<file path="src/rtl/cache_arbiter_if.sv">
// Client and physical-memory bus shared by the I-cache, D-cache, arbiter and memory.
// The arbiter takes the slave view; the caches and memory together take the master view.
interface cache_arbiter_if #(
  parameter int ADDR_WIDTH = 32,
  parameter int LINE_WIDTH = 256
);
  logic                  i_pmem_read;
  logic [ADDR_WIDTH-1:0] i_pmem_address;
  logic [LINE_WIDTH-1:0] i_pmem_rdata;
  logic                  i_pmem_resp;

  logic                  d_pmem_read;
  logic                  d_pmem_write;
  logic [ADDR_WIDTH-1:0] d_pmem_address;
  logic [LINE_WIDTH-1:0] d_pmem_wdata;
  logic [LINE_WIDTH-1:0] d_pmem_rdata;
  logic                  d_pmem_resp;

  logic                  pmem_read;
  logic                  pmem_write;
  logic [ADDR_WIDTH-1:0] pmem_address;
  logic [LINE_WIDTH-1:0] pmem_wdata;
  logic [LINE_WIDTH-1:0] pmem_rdata;
  logic                  pmem_resp;

  modport slave (
    input  i_pmem_read, i_pmem_address,
    input  d_pmem_read, d_pmem_write, d_pmem_address, d_pmem_wdata,
    input  pmem_rdata, pmem_resp,
    output i_pmem_rdata, i_pmem_resp,
    output d_pmem_rdata, d_pmem_resp,
    output pmem_read, pmem_write, pmem_address, pmem_wdata
  );

  modport master (
    output i_pmem_read, i_pmem_address,
    output d_pmem_read, d_pmem_write, d_pmem_address, d_pmem_wdata,
    output pmem_rdata, pmem_resp,
    input  i_pmem_rdata, i_pmem_resp,
    input  d_pmem_rdata, d_pmem_resp,
    input  pmem_read, pmem_write, pmem_address, pmem_wdata
  );
endinterface

</file>
<file path="src/rtl/cache_arbiter.sv">
// Round-robin arbiter between I-cache fills and D-cache fills/writebacks onto one
// physical memory port; every bus output comes straight from a register.
module cache_arbiter #(
  parameter int ADDR_WIDTH  = 32,
  parameter int LINE_WIDTH  = 256,
  parameter int OFFSET_BITS = 5
) (
  input logic           clk,
  input logic           rst,
  cache_arbiter_if.slave bus
);

  typedef enum logic [2:0] {
    IDLE,
    SERVE_I,
    SERVE_D,
    RESP_I,
    RESP_D
  } state_e;

  localparam logic [ADDR_WIDTH-1:0] LINE_MASK =
    {{(ADDR_WIDTH-OFFSET_BITS){1'b1}}, {OFFSET_BITS{1'b0}}};

  state_e                state_q;
  logic                  last_grant_d_q;
  logic                  pmem_read_q;
  logic                  pmem_write_q;
  logic [ADDR_WIDTH-1:0] pmem_address_q;
  logic [LINE_WIDTH-1:0] pmem_wdata_q;
  logic [LINE_WIDTH-1:0] i_rdata_q;
  logic [LINE_WIDTH-1:0] d_rdata_q;
  logic                  i_resp_q;
  logic                  d_resp_q;

  logic                  i_req_d;
  logic                  d_req_d;
  logic                  grant_i_d;
  logic                  grant_d_d;
  logic [ADDR_WIDTH-1:0] i_line_addr_d;
  logic [ADDR_WIDTH-1:0] d_line_addr_d;

  // On a tie the client that did not win last time goes first.
  always_comb begin
    i_req_d       = bus.i_pmem_read;
    d_req_d       = bus.d_pmem_read | bus.d_pmem_write;
    grant_i_d     = i_req_d & (~d_req_d | last_grant_d_q);
    grant_d_d     = d_req_d & ~grant_i_d;
    i_line_addr_d = bus.i_pmem_address & LINE_MASK;
    d_line_addr_d = bus.d_pmem_address & LINE_MASK;
  end

  always_ff @(posedge clk or posedge rst) begin
    if (rst) begin
      state_q        <= IDLE;
      last_grant_d_q <= 1'b1;
      pmem_read_q    <= 1'b0;
      pmem_write_q   <= 1'b0;
      pmem_address_q <= '0;
      pmem_wdata_q   <= '0;
      i_rdata_q      <= '0;
      d_rdata_q      <= '0;
      i_resp_q       <= 1'b0;
      d_resp_q       <= 1'b0;
    end else begin
      case (state_q)
        IDLE: begin
          if (grant_i_d) begin
            state_q        <= SERVE_I;
            pmem_address_q <= i_line_addr_d;
            pmem_read_q    <= 1'b1;
            pmem_write_q   <= 1'b0;
          end else if (grant_d_d) begin
            // A simultaneous read and write from the D-cache is taken as a writeback.
            state_q        <= SERVE_D;
            pmem_address_q <= d_line_addr_d;
            pmem_read_q    <= ~bus.d_pmem_write;
            pmem_write_q   <= bus.d_pmem_write;
            if (bus.d_pmem_write) begin
              pmem_wdata_q <= bus.d_pmem_wdata;
            end
          end
        end
        SERVE_I: begin
          if (bus.pmem_resp) begin
            state_q        <= RESP_I;
            pmem_read_q    <= 1'b0;
            pmem_write_q   <= 1'b0;
            i_rdata_q      <= bus.pmem_rdata;
            i_resp_q       <= 1'b1;
            last_grant_d_q <= 1'b0;
          end
        end
        SERVE_D: begin
          if (bus.pmem_resp) begin
            state_q        <= RESP_D;
            pmem_read_q    <= 1'b0;
            pmem_write_q   <= 1'b0;
            if (pmem_read_q) begin
              d_rdata_q <= bus.pmem_rdata;
            end
            d_resp_q       <= 1'b1;
            last_grant_d_q <= 1'b1;
          end
        end
        RESP_I: begin
          state_q  <= IDLE;
          i_resp_q <= 1'b0;
        end
        RESP_D: begin
          state_q  <= IDLE;
          d_resp_q <= 1'b0;
        end
        default: begin
          state_q      <= IDLE;
          pmem_read_q  <= 1'b0;
          pmem_write_q <= 1'b0;
          i_resp_q     <= 1'b0;
          d_resp_q     <= 1'b0;
        end
      endcase
    end
  end

  assign bus.pmem_read    = pmem_read_q;
  assign bus.pmem_write   = pmem_write_q;
  assign bus.pmem_address = pmem_address_q;
  assign bus.pmem_wdata   = pmem_wdata_q;
  assign bus.i_pmem_rdata = i_rdata_q;
  assign bus.i_pmem_resp  = i_resp_q;
  assign bus.d_pmem_rdata = d_rdata_q;
  assign bus.d_pmem_resp  = d_resp_q;

endmodule

</file>
<file path="src/flat_wrapper.sv">
// flat-port wrapper written by rule: the top's interface ports become plain ports
module cache_arbiter_flat 
#(
  parameter int ADDR_WIDTH  = 32,
  parameter int LINE_WIDTH  = 256,
  parameter int OFFSET_BITS = 5
)
  (clk, rst, bus_i_pmem_read, bus_i_pmem_address, bus_d_pmem_read, bus_d_pmem_write, bus_d_pmem_address, bus_d_pmem_wdata, bus_pmem_rdata, bus_pmem_resp, bus_i_pmem_rdata, bus_i_pmem_resp, bus_d_pmem_rdata, bus_d_pmem_resp, bus_pmem_read, bus_pmem_write, bus_pmem_address, bus_pmem_wdata);
  cache_arbiter_if #(.ADDR_WIDTH(ADDR_WIDTH), .LINE_WIDTH(LINE_WIDTH)) bus_i ();
  input logic clk;
  input logic rst;
  input wire logic [$bits(bus_i.i_pmem_read)-1:0] bus_i_pmem_read;
  input wire logic [$bits(bus_i.i_pmem_address)-1:0] bus_i_pmem_address;
  input wire logic [$bits(bus_i.d_pmem_read)-1:0] bus_d_pmem_read;
  input wire logic [$bits(bus_i.d_pmem_write)-1:0] bus_d_pmem_write;
  input wire logic [$bits(bus_i.d_pmem_address)-1:0] bus_d_pmem_address;
  input wire logic [$bits(bus_i.d_pmem_wdata)-1:0] bus_d_pmem_wdata;
  input wire logic [$bits(bus_i.pmem_rdata)-1:0] bus_pmem_rdata;
  input wire logic [$bits(bus_i.pmem_resp)-1:0] bus_pmem_resp;
  output wire logic [$bits(bus_i.i_pmem_rdata)-1:0] bus_i_pmem_rdata;
  output wire logic [$bits(bus_i.i_pmem_resp)-1:0] bus_i_pmem_resp;
  output wire logic [$bits(bus_i.d_pmem_rdata)-1:0] bus_d_pmem_rdata;
  output wire logic [$bits(bus_i.d_pmem_resp)-1:0] bus_d_pmem_resp;
  output wire logic [$bits(bus_i.pmem_read)-1:0] bus_pmem_read;
  output wire logic [$bits(bus_i.pmem_write)-1:0] bus_pmem_write;
  output wire logic [$bits(bus_i.pmem_address)-1:0] bus_pmem_address;
  output wire logic [$bits(bus_i.pmem_wdata)-1:0] bus_pmem_wdata;
  assign bus_i.i_pmem_read = bus_i_pmem_read;
  assign bus_i.i_pmem_address = bus_i_pmem_address;
  assign bus_i.d_pmem_read = bus_d_pmem_read;
  assign bus_i.d_pmem_write = bus_d_pmem_write;
  assign bus_i.d_pmem_address = bus_d_pmem_address;
  assign bus_i.d_pmem_wdata = bus_d_pmem_wdata;
  assign bus_i.pmem_rdata = bus_pmem_rdata;
  assign bus_i.pmem_resp = bus_pmem_resp;
  assign bus_i_pmem_rdata = bus_i.i_pmem_rdata;
  assign bus_i_pmem_resp = bus_i.i_pmem_resp;
  assign bus_d_pmem_rdata = bus_i.d_pmem_rdata;
  assign bus_d_pmem_resp = bus_i.d_pmem_resp;
  assign bus_pmem_read = bus_i.pmem_read;
  assign bus_pmem_write = bus_i.pmem_write;
  assign bus_pmem_address = bus_i.pmem_address;
  assign bus_pmem_wdata = bus_i.pmem_wdata;
  cache_arbiter #(.ADDR_WIDTH(ADDR_WIDTH), .LINE_WIDTH(LINE_WIDTH), .OFFSET_BITS(OFFSET_BITS)) u_core (.clk(clk), .rst(rst), .bus(bus_i));
endmodule
</file>
<file path="config.mk">
export PLATFORM = sky130hd
export DESIGN_NAME = cache_arbiter_flat
export DESIGN_NICKNAME = d
export VERILOG_FILES = /design/src/rtl/cache_arbiter_if.sv /design/src/rtl/cache_arbiter.sv /design/src/flat_wrapper.sv
export SDC_FILE = /design/constraint.sdc
export NUM_CORES = 2
export LEC_CHECK = 0
export CORE_AREA = 10 10 524 526
export CTS_CLUSTER_SIZE = 10
export DETAILED_ROUTE_END_ITERATION = 7
export DIE_AREA = 0 0 534 536
export GPL_ROUTABILITY_DRIVEN = 0
export HOLD_SLACK_MARGIN = 0.1
export PLACE_DENSITY = 0.31
export SKIP_LAST_GASP = 1
export SYNTH_ARGS = -nofsm -noshare
export SYNTH_HDL_FRONTEND = slang
export SYNTH_SLANG_ARGS = --single-unit
</file>
<file path="constraint.sdc">
create_clock -name clk -period 29.1 [get_ports clk]
set_input_delay 5.82 -clock clk [delete_from_list [all_inputs] [get_ports clk]]
set_output_delay 5.82 -clock clk [all_outputs]
set_load 0.005 [all_outputs]
</file>
==> out/summary.log <==
INFO  outcome        run_status=finished clean
INFO  global_routing vias_in_the_first_global_route=23966
INFO  min_path       class_of_the_tightest_hold_or_removal_check=reg2reg
INFO  synthesis      ys_seq_elements=803
INFO  clocking       cts.clk_slew.worst_paths=0.05ns
INFO  floorplanning  die_width=534um
INFO  routing        detail_route.wl_per_cell=27.4um
INFO  finish         layout.cells.most_common=clkdlybuf4s50_1
INFO  synthesis      synth.yosys.seq_area_share=0.657
INFO  pwr            cellLeakagePower=20.6nW
INFO  routing        route.detailed.vias_per_inst=3.20
INFO  setup_path     cp.required=29.73ns
INFO  floorplanning  start_util=0.116
INFO  setup_path     critical_path.endpoint_type=register
INFO  synthesis      synthXorXnorAreaFrac=0
INFO  routing        top_signal_layer_used=met5
INFO  clocking       postCtsResizedCells=0
INFO  pwr            power.ir.vdd_worst=0.0572mV
INFO  finish         synthToLayoutAreaGrowth=69.4%
INFO  sta            setup_violations=0
INFO  routing        drc_errors=0
INFO  routing        vias=21981
INFO  routing        dr.first_iter.drc_count=698
INFO  synthesis      synth_adder_area_share=0
INFO  sta            layout_setup_ws=19.29ns
INFO  synthesis      synth_largest_area_cell=dfrtp_1
INFO  routing        detail_route.wirelength=189mm
INFO  finish         layout_common_cells=1370 x clkdlybuf4s50_1, 802 x dfrtp_1, 634 x mux2_1
INFO  sta            period_share=0.337
INFO  placed_design  worst_case_setup_slack_after_placement=18.35ns
INFO  sta            final.min_clock_period=9.81ns
INFO  synthesis      post_synth_inst_count=1828
INFO  clocking       worst_skew_pair_later_pin_latency=0.76ns
INFO  global_routing grt_start_max_net_pins=131
INFO  sta            hold_violations=0
INFO  clocking       tritoncts=yes
INFO  global_routing grt_antenna_before_repair=127
INFO  synthesis      syn-cell-area=0.0306mm^2
INFO  clocking       max-clock-path-buffers=3
INFO  clocking       cts_hold_repair_buffers=0
INFO  clocking       cts_post_setup_buffers_inserted=0
INFO  sta            timing.max_slew.rel_slack=0.184
INFO  setup_path     worst-setup-path-type=in2reg
INFO  setup_path     worst_ep_arrival_time=10.44ns
INFO  pwr            powerDensity=112mW/mm^2
INFO  setup_path     critical-path-slowest-cell=buf_4
INFO  routing        drt.antenna.violating_nets=0
INFO  routing        route.met2.wl=89.4mm
INFO  floorplanning  io-pin-count=1386
INFO  sta            timing.clock.skew=0.0670ns
INFO  setup_path     cp_common_cell=buf_4
INFO  synthesis      yosysWarningCount=0
INFO  finish         post_route_cells_drive_above_1_share=0.102
INFO  setup_path     cp_max_fo=110
INFO  global_routing global_route_wire_length_before_repair=247mm
INFO  sta            fmax=0.102GHz
INFO  setup_path     critical_path_buf_inv_count=6
INFO  setup_path     critPathMaxStageDelay=0.65ns
INFO  sta            final_max_slew_viol_count=0
INFO  synthesis      synth_top_family_by_area=multiplexers
INFO  clocking       clock-root-buffer=clkbuf_16
INFO  routing        met3_layer_wire_length_in_the_routed_design=28.5mm
INFO  floorplanning  floorplan.rows=189
INFO  sta            worst_slew_pin_slew=1.22ns
INFO  finish         filler_cell_count=28631
INFO  sta            rsz0062_at_grt=no
INFO  floorplanning  floorplan.die_area=0.286mm^2
INFO  synthesis      synth_simple_gate_area_share=0.00801
INFO  clocking       cts_buffers=112
INFO  setup_path     critPathLaunchType=input port
INFO  synthesis      synthDistinctLibCells=33
INFO  placed_design  dpl.hpwl=153mm
INFO  synthesis      postSynthAreaPerCell=16.7um^2
INFO  global_routing gr-usage-all-layers=0.127
INFO  floorplanning  chipHeight=536um
INFO  setup_path     cp_cell_sequence=clkdlybuf4s50_1, buf_4, nand2_1, and3_4, buf_4, buf_4, buf_4, buf_12, mux2_1
INFO  floorplanning  core=0.264mm^2
INFO  sta            tns=0ns
INFO  pwr            totalPowerFinal=5.81mW
INFO  setup_path     cp_top_family=buffers and inverters
INFO  global_routing overall_overflow_remaining_after_global_route=0
INFO  finish         design.final.nets=3817
INFO  clocking       htreeDepth=3
INFO  placed_design  numPortBuffers=1370
INFO  synthesis      synth_mux_area_frac=0.289
INFO  synthesis      synth_area_in_compound_gates=0.0179
INFO  synthesis      synth.top_cells.by_area=dfrtp_1 66%, mux2_1 23%, mux2_2 3.1%, mux2_4 2.5%, buf_2 0.74%
INFO  job            cap_violations=0
INFO  synthesis      synthDominantCellAreaShare=0.656
INFO  routing        met1_wl=66.4mm
INFO  clocking       tritoncts_num_sinks=803
INFO  sta            hold_slack=0.480ns
INFO  routing        drt-pass1-iter-count=6
[state kept, by name, indices dropped and copies added (netlist names)]
name and count:
u_core.bus.pmem_wdata 256, u_core.bus.i_pmem_resp 1, u_core.bus.d_pmem_rdata 256, u_core.last_grant_d_q 1, u_core.bus.pmem_read 1, u_core.state_q 3, u_core.bus.pmem_address 27, u_core.bus.i_pmem_rdata 256
u_core.bus.d_pmem_resp 1, u_core.bus.pmem_write 1
[synth_stat cells]
cell / number
and3_1: 2
nand3_1: 28
nor2b_1: 2
o21ba_2: 1
or3_1: 2
buf_8: 15
a211oi_1: 1
mux2_2: 84
mux2_1: 634
nor3_4: 1
dfstp_2: 1
inv_1: 3
conb_1: 1
clkbuf_1: 19
and4bb_2: 1
nor2_1: 2
a21oi_1: 31
inv_2: 1
buf_6: 5
nor2_2: 1
buf_4: 19
nor3_1: 2
mux2_4: 50
a21o_1: 2
o21ai_0: 31
a21boi_1: 1
a31oi_1: 27
a221o_1: 2
o21bai_1: 1
buf_2: 45
dfrtp_1: 802
buf_12: 7
nand2_1: 4
[power by group]
group | switching, mW | internal [mW] | leakage [nW] | total (mW)
clock network | 0.565 | 0.797 | 1.76 | 1.36
logic | 1.02 | 1.42 | 9.22 | 2.44
registers | 0.317 | 1.69 | 9.60 | 2.00
total | 1.91 | 3.90 | 20.6 | 5.81
[routing by layer]
metal,GRT usage,vias up
met5,0,-
li1,-,9382
met4,0.0237,132
met1,0.130,11046
met3,0.0878,322
met2,0.213,1099
[path summary, 6_finish.rpt]
check / cells after the start / endpoint / slack, ns / from
max: 9 / u_core.bus.pmem_wdata[94] / 19.29 / bus_i_pmem_read
min: 1 / u_core.bus.i_pmem_rdata[148] / 0.48 / u_core.bus.i_pmem_rdata[148]
max reg2reg: 8 / u_core.bus.pmem_wdata[94] / 24.00 / u_core.state_q[2]
min reg2reg: 1 / u_core.bus.i_pmem_rdata[148] / 0.48 / u_core.bus.i_pmem_rdata[148]
max in group asynchronous: 7 / u_core.bus.d_pmem_rdata[246] / 19.50 / rst
min in group asynchronous: 2 / u_core.bus.i_pmem_rdata[220] / 5.62 / rst
[area by class of cell]
type                    count  area (um^2)  share of cell area
flip-flops and latches    803        20100               0.388
diodes                     25         62.6             0.00121
inverters                   4         22.5            0.000434
multi-input cells         915         9680               0.187
clock buffers             176         3320              0.0641
well taps                3533         4420              0.0853
clock inverters            23          275             0.00531
repair buffers           1399        14000               0.269
[cells by family after synthesis]
| logic type | after synthesis |
|---|---|
| compound gates | 97 |
| buf+inv | 114 |
| flops | 803 |
| mux | 768 |
| other cells | 1 |
| simple gates | 45 |
[worst reg2reg max path: stages (launching register included)]
cell	delay (ns)
dfrtp_1	0.52
nor3_4	0.22
buf_4	0.37
and3_4	0.57
buf_4	0.62
buf_4	0.71
buf_4	0.69
buf_12	0.60
mux2_1	0.67
[stage by stage]
stage | util | instances | cell area (um^2)
2_1_floorplan | - | 1832 | 30600
3_3_place_gp | 0.182 | 6654 | 48200
3_5_place_dp | 0.182 | 6654 | 48200
4_1_cts | 0.196 | 6853 | 51800
5_1_grt | 0.196 | 6854 | 51800
6_report | 0.196 | 6878 | 51800
Power figures use the tool's default switching activity.
